### config.mk
export PLATFORM = sky130hd
export DESIGN_NAME = xor_req_scheduler_flat
export DESIGN_NICKNAME = d
export VERILOG_FILES = /design/src/rtl/xor_req_scheduler_pkg.sv /design/src/rtl/xor_req_scheduler_if.sv /design/src/rtl/xor_req_scheduler_rr_arbiter.sv /design/src/rtl/xor_req_scheduler.sv /design/src/flat_wrapper.sv
export SDC_FILE = /design/constraint.sdc
export NUM_CORES = 1
export LEC_CHECK = 0
export BUFFER_PORTS_ARGS = -buffer_cell sky130_fd_sc_hd__buf_2
export CORE_ASPECT_RATIO = 1.75
export CORE_MARGIN = 8
export CORE_UTILIZATION = 40
export CTS_BUF_LIST = sky130_fd_sc_hd__clkbuf_4 sky130_fd_sc_hd__clkbuf_8 sky130_fd_sc_hd__clkbuf_16
export CTS_CLUSTER_DIAMETER = 80
export DETAILED_ROUTE_END_ITERATION = 12
export SLEW_MARGIN = 5
export SYNTH_ARGS = -nofsm -noshare
export SYNTH_HDL_FRONTEND = slang
export SYNTH_SLANG_ARGS = --single-unit
### constraint.sdc
create_clock -name clk -period 2.9 [get_ports clk]
set_input_delay 0.58 -clock clk [delete_from_list [all_inputs] [get_ports clk]]
set_output_delay 0.58 -clock clk [all_outputs]
set_load 0.02 [all_outputs]
### src/rtl/xor_req_scheduler_pkg.sv
// xor_req_scheduler_pkg
//   Shared types and sizing helpers for the XOR request scheduler.
//   - state_t   : scheduler FSM states, 3-bit encoding
//   - id_width  : width of a requester index for n requesters
//   - cnt_width : width of a counter that must hold 0..max_val
package xor_req_scheduler_pkg;

  typedef enum logic [2:0] {
    IDLE  = 3'd0,
    ISSUE = 3'd1,
    WAIT  = 3'd2,
    DELAY = 3'd3,
    RESP  = 3'd4
  } state_t;

  function automatic int id_width(input int n);
    return (n <= 2) ? 1 : $clog2(n);
  endfunction

  function automatic int cnt_width(input int max_val);
    return (max_val < 1) ? 1 : $clog2(max_val + 1);
  endfunction

endpackage

### src/rtl/xor_req_scheduler_if.sv
// xor_req_scheduler_if
//   Bundles the request, response and delayed_dut signals of the scheduler.
//   Ports (signals):
//     req_valid/req_ready/req_data : per-requester request handshake and operands
//     rsp_valid/rsp_ready/rsp_id/rsp_data/rsp_err : tagged response handshake
//     dut_din/dut_wr_en/dut_dout/dut_rd_en : link to the shared delayed_dut
//   Modports:
//     slave  : the scheduler itself
//     master : requesters, response consumer and delayed_dut seen together
interface xor_req_scheduler_if
  import xor_req_scheduler_pkg::*;
#(
  parameter int N_REQ = 4
);
  localparam int ID_W = id_width(N_REQ);

  logic [N_REQ-1:0]   req_valid;
  logic [N_REQ-1:0]   req_ready;
  logic [2*N_REQ-1:0] req_data;
  logic               rsp_valid;
  logic               rsp_ready;
  logic [ID_W-1:0]    rsp_id;
  logic               rsp_data;
  logic               rsp_err;
  logic [1:0]         dut_din;
  logic               dut_wr_en;
  logic [1:0]         dut_dout;
  logic               dut_rd_en;

  modport slave (
    input  req_valid, req_data, rsp_ready, dut_dout, dut_rd_en,
    output req_ready, rsp_valid, rsp_id, rsp_data, rsp_err, dut_din, dut_wr_en
  );

  modport master (
    output req_valid, req_data, rsp_ready, dut_dout, dut_rd_en,
    input  req_ready, rsp_valid, rsp_id, rsp_data, rsp_err, dut_din, dut_wr_en
  );

endinterface

### src/rtl/xor_req_scheduler_rr_arbiter.sv
// xor_req_scheduler_rr_arbiter
//   Purely combinational round-robin pick among N_REQ request lines.
//   Ports:
//     req       in  N_REQ  pending requests
//     rr_ptr    in  ID_W   index with highest priority this cycle
//     grant     out N_REQ  one-hot grant, zero when nothing is pending
//     grant_idx out ID_W   index of the granted requester
//     grant_vld out 1      some requester was granted
module xor_req_scheduler_rr_arbiter #(
  parameter int N_REQ = 4,
  parameter int ID_W  = 2
) (
  input  logic [N_REQ-1:0] req,
  input  logic [ID_W-1:0]  rr_ptr,
  output logic [N_REQ-1:0] grant,
  output logic [ID_W-1:0]  grant_idx,
  output logic             grant_vld
);

  logic [ID_W-1:0] idx;

  // Scan rr_ptr, rr_ptr+1 ... modulo N_REQ and keep the first pending one.
  always_comb begin
    grant     = '0;
    grant_idx = '0;
    grant_vld = 1'b0;
    idx       = '0;
    for (int i = 0; i < N_REQ; i++) begin
      idx = ID_W'((int'(rr_ptr) + i) % N_REQ);
      if (!grant_vld && req[idx]) begin
        grant_vld  = 1'b1;
        grant[idx] = 1'b1;
        grant_idx  = idx;
      end
    end
  end

endmodule

### src/rtl/xor_req_scheduler.sv
// xor_req_scheduler
//   Shares one delayed_dut XOR datapath between N_REQ requesters. One request
//   is accepted at a time by round-robin, written to the DUT, and the result is
//   sampled RESULT_DELAY cycles after dut_rd_en. A missing dut_rd_en for
//   TIMEOUT cycles yields an error response instead.
//   Ports:
//     clk   in   clock, all logic on posedge
//     rst   in   synchronous active-high reset
//     bus   slave modport of xor_req_scheduler_if (request/response/DUT link)
//     busy  out  high whenever the FSM is not in IDLE
module xor_req_scheduler
  import xor_req_scheduler_pkg::*;
#(
  parameter int N_REQ        = 4,
  parameter int RESULT_DELAY = 1,
  parameter int TIMEOUT      = 15
) (
  input  logic                clk,
  input  logic                rst,
  xor_req_scheduler_if.slave  bus,
  output logic                busy
);

  localparam int ID_W   = id_width(N_REQ);
  localparam int WAIT_W = cnt_width(TIMEOUT);
  localparam int DLY_W  = cnt_width(RESULT_DELAY);

  state_t            state_q, state_d;
  logic [ID_W-1:0]   rr_ptr_q;
  logic [ID_W-1:0]   id_q;
  logic [1:0]        data_q;
  logic [WAIT_W-1:0] wait_cnt_q;
  logic [DLY_W-1:0]  dly_cnt_q;
  logic              rsp_data_q;
  logic              rsp_err_q;

  logic [N_REQ-1:0]  grant;
  logic [ID_W-1:0]   grant_idx;
  logic              grant_vld;
  logic [1:0]        sel_data;
  logic              timeout_hit;
  logic              dly_done;

  xor_req_scheduler_rr_arbiter #(
    .N_REQ (N_REQ),
    .ID_W  (ID_W)
  ) u_arb (
    .req       (bus.req_valid),
    .rr_ptr    (rr_ptr_q),
    .grant     (grant),
    .grant_idx (grant_idx),
    .grant_vld (grant_vld)
  );

  // Operand slice of whichever requester the arbiter picked.
  always_comb begin
    sel_data = 2'b00;
    for (int i = 0; i < N_REQ; i++) begin
      if (grant[i]) sel_data = bus.req_data[2*i +: 2];
    end
  end

  assign timeout_hit = (wait_cnt_q == WAIT_W'(TIMEOUT - 1));
  assign dly_done    = (dly_cnt_q == DLY_W'(1));

  always_ff @(posedge clk) begin
    if (rst) state_q <= IDLE;
    else     state_q <= state_d;
  end

  // Next state and all outputs; response fields are only driven in RESP so
  // the bus reads zero whenever no response is being offered.
  always_comb begin
    state_d       = state_q;
    busy          = (state_q != IDLE);
    bus.req_ready = '0;
    bus.dut_wr_en = 1'b0;
    bus.dut_din   = 2'b00;
    bus.rsp_valid = 1'b0;
    bus.rsp_id    = '0;
    bus.rsp_data  = 1'b0;
    bus.rsp_err   = 1'b0;
    case (state_q)
      IDLE: begin
        bus.req_ready = grant;
        if (grant_vld) state_d = ISSUE;
      end
      ISSUE: begin
        bus.dut_wr_en = 1'b1;
        bus.dut_din   = data_q;
        state_d       = WAIT;
      end
      WAIT: begin
        if (bus.dut_rd_en) state_d = (RESULT_DELAY == 0) ? RESP : DELAY;
        else if (timeout_hit) state_d = RESP;
      end
      DELAY: begin
        if (dly_done) state_d = RESP;
      end
      RESP: begin
        bus.rsp_valid = 1'b1;
        bus.rsp_id    = id_q;
        bus.rsp_data  = rsp_data_q;
        bus.rsp_err   = rsp_err_q;
        if (bus.rsp_ready) state_d = IDLE;
      end
      default: state_d = IDLE;
    endcase
  end

  // Transaction registers. rr_ptr only moves on a completed response, which
  // keeps every pending requester guaranteed a turn.
  always_ff @(posedge clk) begin
    if (rst) begin
      rr_ptr_q   <= '0;
      id_q       <= '0;
      data_q     <= 2'b00;
      wait_cnt_q <= '0;
      dly_cnt_q  <= '0;
      rsp_data_q <= 1'b0;
      rsp_err_q  <= 1'b0;
    end else begin
      case (state_q)
        IDLE: begin
          if (grant_vld) begin
            id_q       <= grant_idx;
            data_q     <= sel_data;
            rsp_data_q <= 1'b0;
            rsp_err_q  <= 1'b0;
          end
        end
        ISSUE: wait_cnt_q <= '0;
        WAIT: begin
          if (bus.dut_rd_en) begin
            dly_cnt_q <= DLY_W'(RESULT_DELAY);
            if (RESULT_DELAY == 0) rsp_data_q <= bus.dut_dout[0];
          end else begin
            wait_cnt_q <= wait_cnt_q + WAIT_W'(1);
            if (timeout_hit) begin
              rsp_err_q  <= 1'b1;
              rsp_data_q <= 1'b0;
            end
          end
        end
        DELAY: begin
          dly_cnt_q <= dly_cnt_q - DLY_W'(1);
          if (dly_done) rsp_data_q <= bus.dut_dout[0];
        end
        RESP: begin
          if (bus.rsp_ready)
            rr_ptr_q <= (id_q == ID_W'(N_REQ - 1)) ? '0 : id_q + ID_W'(1);
        end
        default: ;
      endcase
    end
  end

endmodule
### src/flat_wrapper.sv
// flat-port wrapper written by rule: the top's interface ports become plain ports
module xor_req_scheduler_flat import xor_req_scheduler_pkg::*;
#(
  parameter int N_REQ        = 4,
  parameter int RESULT_DELAY = 1,
  parameter int TIMEOUT      = 15
)
  (clk, rst, busy, bus_req_valid, bus_req_data, bus_rsp_ready, bus_dut_dout, bus_dut_rd_en, bus_req_ready, bus_rsp_valid, bus_rsp_id, bus_rsp_data, bus_rsp_err, bus_dut_din, bus_dut_wr_en);
  xor_req_scheduler_if #(.N_REQ(N_REQ)) bus_i ();
  input  logic clk;
  input  logic rst;
  output logic busy;
  input wire logic [$bits(bus_i.req_valid)-1:0] bus_req_valid;
  input wire logic [$bits(bus_i.req_data)-1:0] bus_req_data;
  input wire logic [$bits(bus_i.rsp_ready)-1:0] bus_rsp_ready;
  input wire logic [$bits(bus_i.dut_dout)-1:0] bus_dut_dout;
  input wire logic [$bits(bus_i.dut_rd_en)-1:0] bus_dut_rd_en;
  output wire logic [$bits(bus_i.req_ready)-1:0] bus_req_ready;
  output wire logic [$bits(bus_i.rsp_valid)-1:0] bus_rsp_valid;
  output wire logic [$bits(bus_i.rsp_id)-1:0] bus_rsp_id;
  output wire logic [$bits(bus_i.rsp_data)-1:0] bus_rsp_data;
  output wire logic [$bits(bus_i.rsp_err)-1:0] bus_rsp_err;
  output wire logic [$bits(bus_i.dut_din)-1:0] bus_dut_din;
  output wire logic [$bits(bus_i.dut_wr_en)-1:0] bus_dut_wr_en;
  assign bus_i.req_valid = bus_req_valid;
  assign bus_i.req_data = bus_req_data;
  assign bus_i.rsp_ready = bus_rsp_ready;
  assign bus_i.dut_dout = bus_dut_dout;
  assign bus_i.dut_rd_en = bus_dut_rd_en;
  assign bus_req_ready = bus_i.req_ready;
  assign bus_rsp_valid = bus_i.rsp_valid;
  assign bus_rsp_id = bus_i.rsp_id;
  assign bus_rsp_data = bus_i.rsp_data;
  assign bus_rsp_err = bus_i.rsp_err;
  assign bus_dut_din = bus_i.dut_din;
  assign bus_dut_wr_en = bus_i.dut_wr_en;
  xor_req_scheduler #(.N_REQ(N_REQ), .RESULT_DELAY(RESULT_DELAY), .TIMEOUT(TIMEOUT)) u_core (.clk(clk), .rst(rst), .bus(bus_i), .busy(busy));
endmodule
; ---- Yosys cells after proc, flatten, opt, wreduce, memory -nomap -nowiden
; Cells that the tools add are included.
[classes]
addsub = 6
n_lt_le_gt_ge = 8
eq_ne = 13
mux = 58
bitwise_logic = 3
n_reduce_logical = 23
[ops]
columns = cell, n
row1 = $mux W4, 6
row2 = $mux W1, 23
row3 = $mux W2, 11
row4 = $mux W3, 5
row5 = $pmux W3 S5, 1
row6 = $lt A2 B3 Y1 const B, 4
row7 = $or A4 B4 Y4, 3
row8 = $bmux W1 S2, 4
row9 = $demux W1 S2, 4
row10 = $ge A2 B1 Y1 const B, 4
row11 = $pmux W4 S2, 1
row12 = $reduce_and A2 Y1, 4
row13 = $reduce_and A4 Y1, 2
row14 = $logic_and A1 B1 Y1, 7
row15 = $eq A3 B2 Y1 const B, 2
row16 = $ne A2 B1 Y1 const B, 3
row17 = $ne A2 B2 Y1 const B, 3
row18 = $reduce_bool A2 Y1, 3
row19 = $reduce_bool A3 Y1, 2
row20 = $reduce_and A5 Y1, 1
row21 = $add A2 B1 Y2 const B, 2
row22 = $add A2 B2 Y2 const B, 2
row23 = $add A4 B1 Y4 const B, 1
row24 = $eq A4 B4 Y1 const B, 1
row25 = 9 further kinds, 12
[totals]
reg_bits = 16
in_bits = 18

; ---- Longest topological paths before layout
[depth]
word_depth = 16
depth_mapped = 10

; ---- Cells and area by module
; From an unflattened synthesis, not the netlist that was laid out.
[unflattened]
cells_unflattened = 161
area_unflattened_um2 = 1408.9
[by_module_without_submodules]
columns = mod, n_inst, cells_each, area_per_inst_um2, seq_area_each_um2
row1 = xor_req_scheduler, 1, 116, 989.7, 320.3
row2 = xor_req_scheduler_rr_arbiter, 1, 45, 419.2, 0.0

; ---- Least setup slack after synthesis
; Ideal clock, no wire load.
[synth_timing]
path_kind = flip-flop to output port
start = register u_core.rr_ptr_q[0]
end = output port bus_req_ready[3]
t_arrival_ns = 2.595
required_ns = 2.320
setup_slack_ns = -0.275
stages_incl_launch_ff = 10
cell_sequence = dfxtp_1 buf_2 inv_1 ha_1 buf_6 mux4_2 or3b_1 a21oi_1 a21oi_1 nor2_1
[synth_between]
elab_chain_cells = 13
elab_cells_between_ends = 48
classes_between = add/sub: 3 / order compare: 8 / mux: 24 / bitwise: 3 / reduce/logical: 10
[synth_lines]
columns = item, line_no
row1 = from (decl), xor_req_scheduler.sv:29  ; logic [ID_W-1:0] rr_ptr_q;
row2 = from (signal assigned), xor_req_scheduler.sv:151  ; rr_ptr_q <= (id_q == ID_W'(N_REQ - 1)) ? '0 : id_q + ID_W'(1);
row3 = branches (longest 11 deep; another with $lt A2 B3 Y1), -
row4 = $mux W4 *, xor_req_scheduler_rr_arbiter.sv:30  ; if (!grant_vld && req[idx]) begin
row5 = $mux W4 *, xor_req_scheduler.sv:83  ; case (state_q)
row6 = to (decl), flat_wrapper.sv:18  ; output wire logic [$bits(bus_i.req_ready)-1:0] bus_req_ready;
; Every way passes the cells marked *. The select of a mux whose other input is x is not followed.

; ---- Worst setup path after layout
[layout_timing]
start = register u_core.rr_ptr_q[0]
end = output port bus_req_ready[0]
; The elaborated chain is that of the path after synthesis.

==> flow_summary.yaml <==
placement:
  hpwl_um: 3010
  dp.cells: 272
  place_congestion: 0.768
  pre_cts_ws_ns: 0.0514
  placedInstanceArea_um2: 1740
  port_buffers: 29
grt:
  gr-max-usage-layer: "met2"
  grt_usage: 0.136
  use_met2: 0.271
  grt_overflow: 0
  use_met1: 0.128
  grt_pass1_wl_um: 7070
  grt_max_degree: 17
  grt.met3_usage: 0.0196
  grt_pass1_vias: 1587
  grt_antenna_before_repair: 0
power:
  p_leak_nw: 0.837
  peakVddDrop_mv: 0.465
  powerDensity_nw_per_um2: 560
clocking:
  clock-root-buffer: "clkbuf_8"
  cts_buffers: 3
  htreeDepth: 1
  cts_tree: "done"
  cts.clk_slew.worst_paths_ns: 0.06
  clk_path_buf_depth: 2
  cts.sinks: 16
  clk_latency_ns: 0.24
floorplanning:
  die_area_um2: 6030
  initial_core_util: 0.416
  die_height_um: 96.9
  core_area_um2: 3590
  die_w_um: 62.2
  ios: 31
  row_count: 29
logic_synthesis:
  synth_edf_count: 0
  synthFlopType: "dfxtp_1"
  synth_top_area_frac: 0.214
  synth_warnings: 0
  syn_inst: 200
  yosysSeqAreaShare: 0.214
  syn_nets: 228
  synth_seq_cells: 16
  syn_area_um2: 1500
  yosysTopAreaCell: "dfxtp_1"
  syn_avg_cell_area_um2: 7.48
  synth_area_leaders: "dfxtp_1, ha_1, a21oi_1, nand2_1, mux4_2"
  async_flop_share: 0
  synth_cell_types: 46
drt:
  wl_per_cell_um: 14.6
  num_vias: 1580
  drt_iter0_drc: 70
  firstDrtPassIters: 4
  vias_per_cell: 5.51
  ant_nets: 0
  drc: 0
  wirelength_um: 4200
layout:
  layout.cells.non_filler: 287
  area_growth_pct: 32.3
  stdcell_area_um2: 1980
  drive_gt1_frac: 0.336
  nNetsFinal: 271
  antenna_cells: 0
outcome:
  violations: "setup timing"
  status: "complete, but fails checks"
worst_setup_path:
  startpoint: "u_core.rr_ptr_q[0]$_SDFFE_PP0P_"
  endpoint_kind: "output pin"
  worst_r2r_startpoint: "u_core.rr_ptr_q[0]$_SDFFE_PP0P_"
  worstPathArrival_ns: 2.37
  cp-start-kind: "flop"
  path_max_fanout: 5
  required_ns: 2.32
  path_class: "reg -> out"
sta:
  max-slew-margin-rel: 0.521
  hold_viol_final: 0
  rsz0062_at_grt: "yes"
  maxSlewViolCount: 0
  period_share: 1.02
  skew_ns: 0.00147
  setup_slack_ns: -0.0496
  setup_viol: 3
  post-route-min-period_ns: 2.95
  worstMarginPinSlew_ns: 0.717
  clock.fmax_ghz: 0.339
min_path:
  hold_start: "u_core.rsp_data_q$_SDFFE_PP0P_"
  holdCritPathClass: "reg -> reg"
flow_run:
  cap_violations: 0
## cell usage in the layout, fill, tap and decap left out, types with 3 or more instances in the layout
master	instances
o21bai_1	3
dfxtp_1	14
or3_1	3
ha_1	9
buf_2	25
nor2_1	13
o22ai_1	3
a21oi_1	21
inv_1	12
nor3_1	10
buf_6	5
buf_4	17
or2_2	3
nand2b_1	3
mux4_2	4
nand2_1	19
and2_1	8
clkbuf_8	3
nor2_2	3
o21ai_0	10
## area by class of cell
type,count,area (um^2)
repair buffers,48,329
multi-input cells,160,1170
clock buffers,3,41.3
well taps,46,57.6
inverters,14,55.1
fillers,368,1610
flip-flops and latches,16,323
## cells in the mapped netlist (all sizes together), types with 2 or more instances
library cell	number
a211oi	4
a21o	2
a21oi	23
a22oi	2
a2bb2oi	3
a311oi	2
and2	8
and3	2
buf	3
clkbuf	8
dfxtp	16
ha	10
inv	14
mux4	3
nand2	20
nand2b	3
nand3	2
nand4	2
nor2	16
nor2b	2
nor3	10
nor3b	3
o2111a	2
o21ai	10
o21bai	3
o221ai	2
o22ai	3
or2	3
or3	3
or3b	3
xor2	2
## path summary, 6_finish.rpt
kind / cells after the start / slack [ns] / endpoint
worst min-delay path: 2 / 0.48 / u_core.rsp_data_q$_SDFFE_PP0P_
worst min register to register: 2 / 0.48 / u_core.rsp_data_q$_SDFFE_PP0P_
worst max-delay path: 8 / -0.05 / bus_req_ready[0]
worst max register to register: 9 / 0.33 / u_core.data_q[0]$_SDFFE_PP0P_
## cells by family (layout without fill, tap and decap cells)
group                    count (synthesis)  count (layout)  share of synthesized area
multiplexers                             5               6                     0.0594
adder cells (fa/ha/maj)                 10              10                     0.0837
AO/OA/AOI/OAI                           61              61                      0.280
buffers and inverters                   25              65                     0.0695
XOR/XNOR                                 2               2                     0.0117
flip-flops                              16              16                      0.214
AND/OR/NAND/NOR                         81              81                      0.281
## flip-flops by register name, indices dropped and copies added (netlist names)
signal,flops
u_core.data_q,2
u_core.rsp_err_q,1
u_core.rr_ptr_q,2
u_core.id_q,2
u_core.rsp_data_q,1
u_core.dly_cnt_q,1
u_core.wait_cnt_q,4
u_core.state_q,3
## metal layers
layer | vias up | share of wire
met2 | 21 | 0.56
met4 | 0 | 0.037
met1 | 734 | 0.38
met5 | - | 0
li1 | 812 | -
met3 | 13 | 0.021
## per-stage QoR
| step | total power [mW] | util | setup TNS, ns | hold WS (ns) |
|---|---|---|---|---|
| 2_1_floorplan | 0.731 | - | 0 | 0.445 |
| 3_3_place_gp | 0.894 | 0.484 | 0 | 0.477 |
| 3_5_place_dp | 0.893 | 0.484 | 0 | 0.471 |
| 4_1_cts | 1.11 | 0.536 | -0.200 | 0.479 |
| 5_1_grt | 1.20 | 0.551 | -0.394 | 0.516 |
| 6_report | 1.11 | 0.551 | -0.0915 | 0.476 |
## timing repair
action,CTS,global route
hold endpoints to repair,0,0
gates resized for setup,15,6
pin swaps,8,10
hold buffers,0,0
setup endpoints to repair,4,4
cloned,1,0
setup buffers,7,4
## power by group
| group | internal, mW | total [mW] | switching [mW] |
|---|---|---|---|
| Sequential | 0.263 | 0.299 | 0.0356 |
| Combinational | 0.270 | 0.650 | 0.380 |
| Clock | 0.0919 | 0.160 | 0.0683 |
## worst max-delay path, cell delays in order (launching register included)
cell and delay (ns):
dfxtp_2 0.35, inv_4 0.04, ha_4 0.29, mux4_2 0.58
or3b_4 0.40, a2bb2oi_2 0.17, nor2_1 0.07, nor2_2 0.10
buf_6 0.13
No activity file was read; power rests on OpenSTA's default activity.
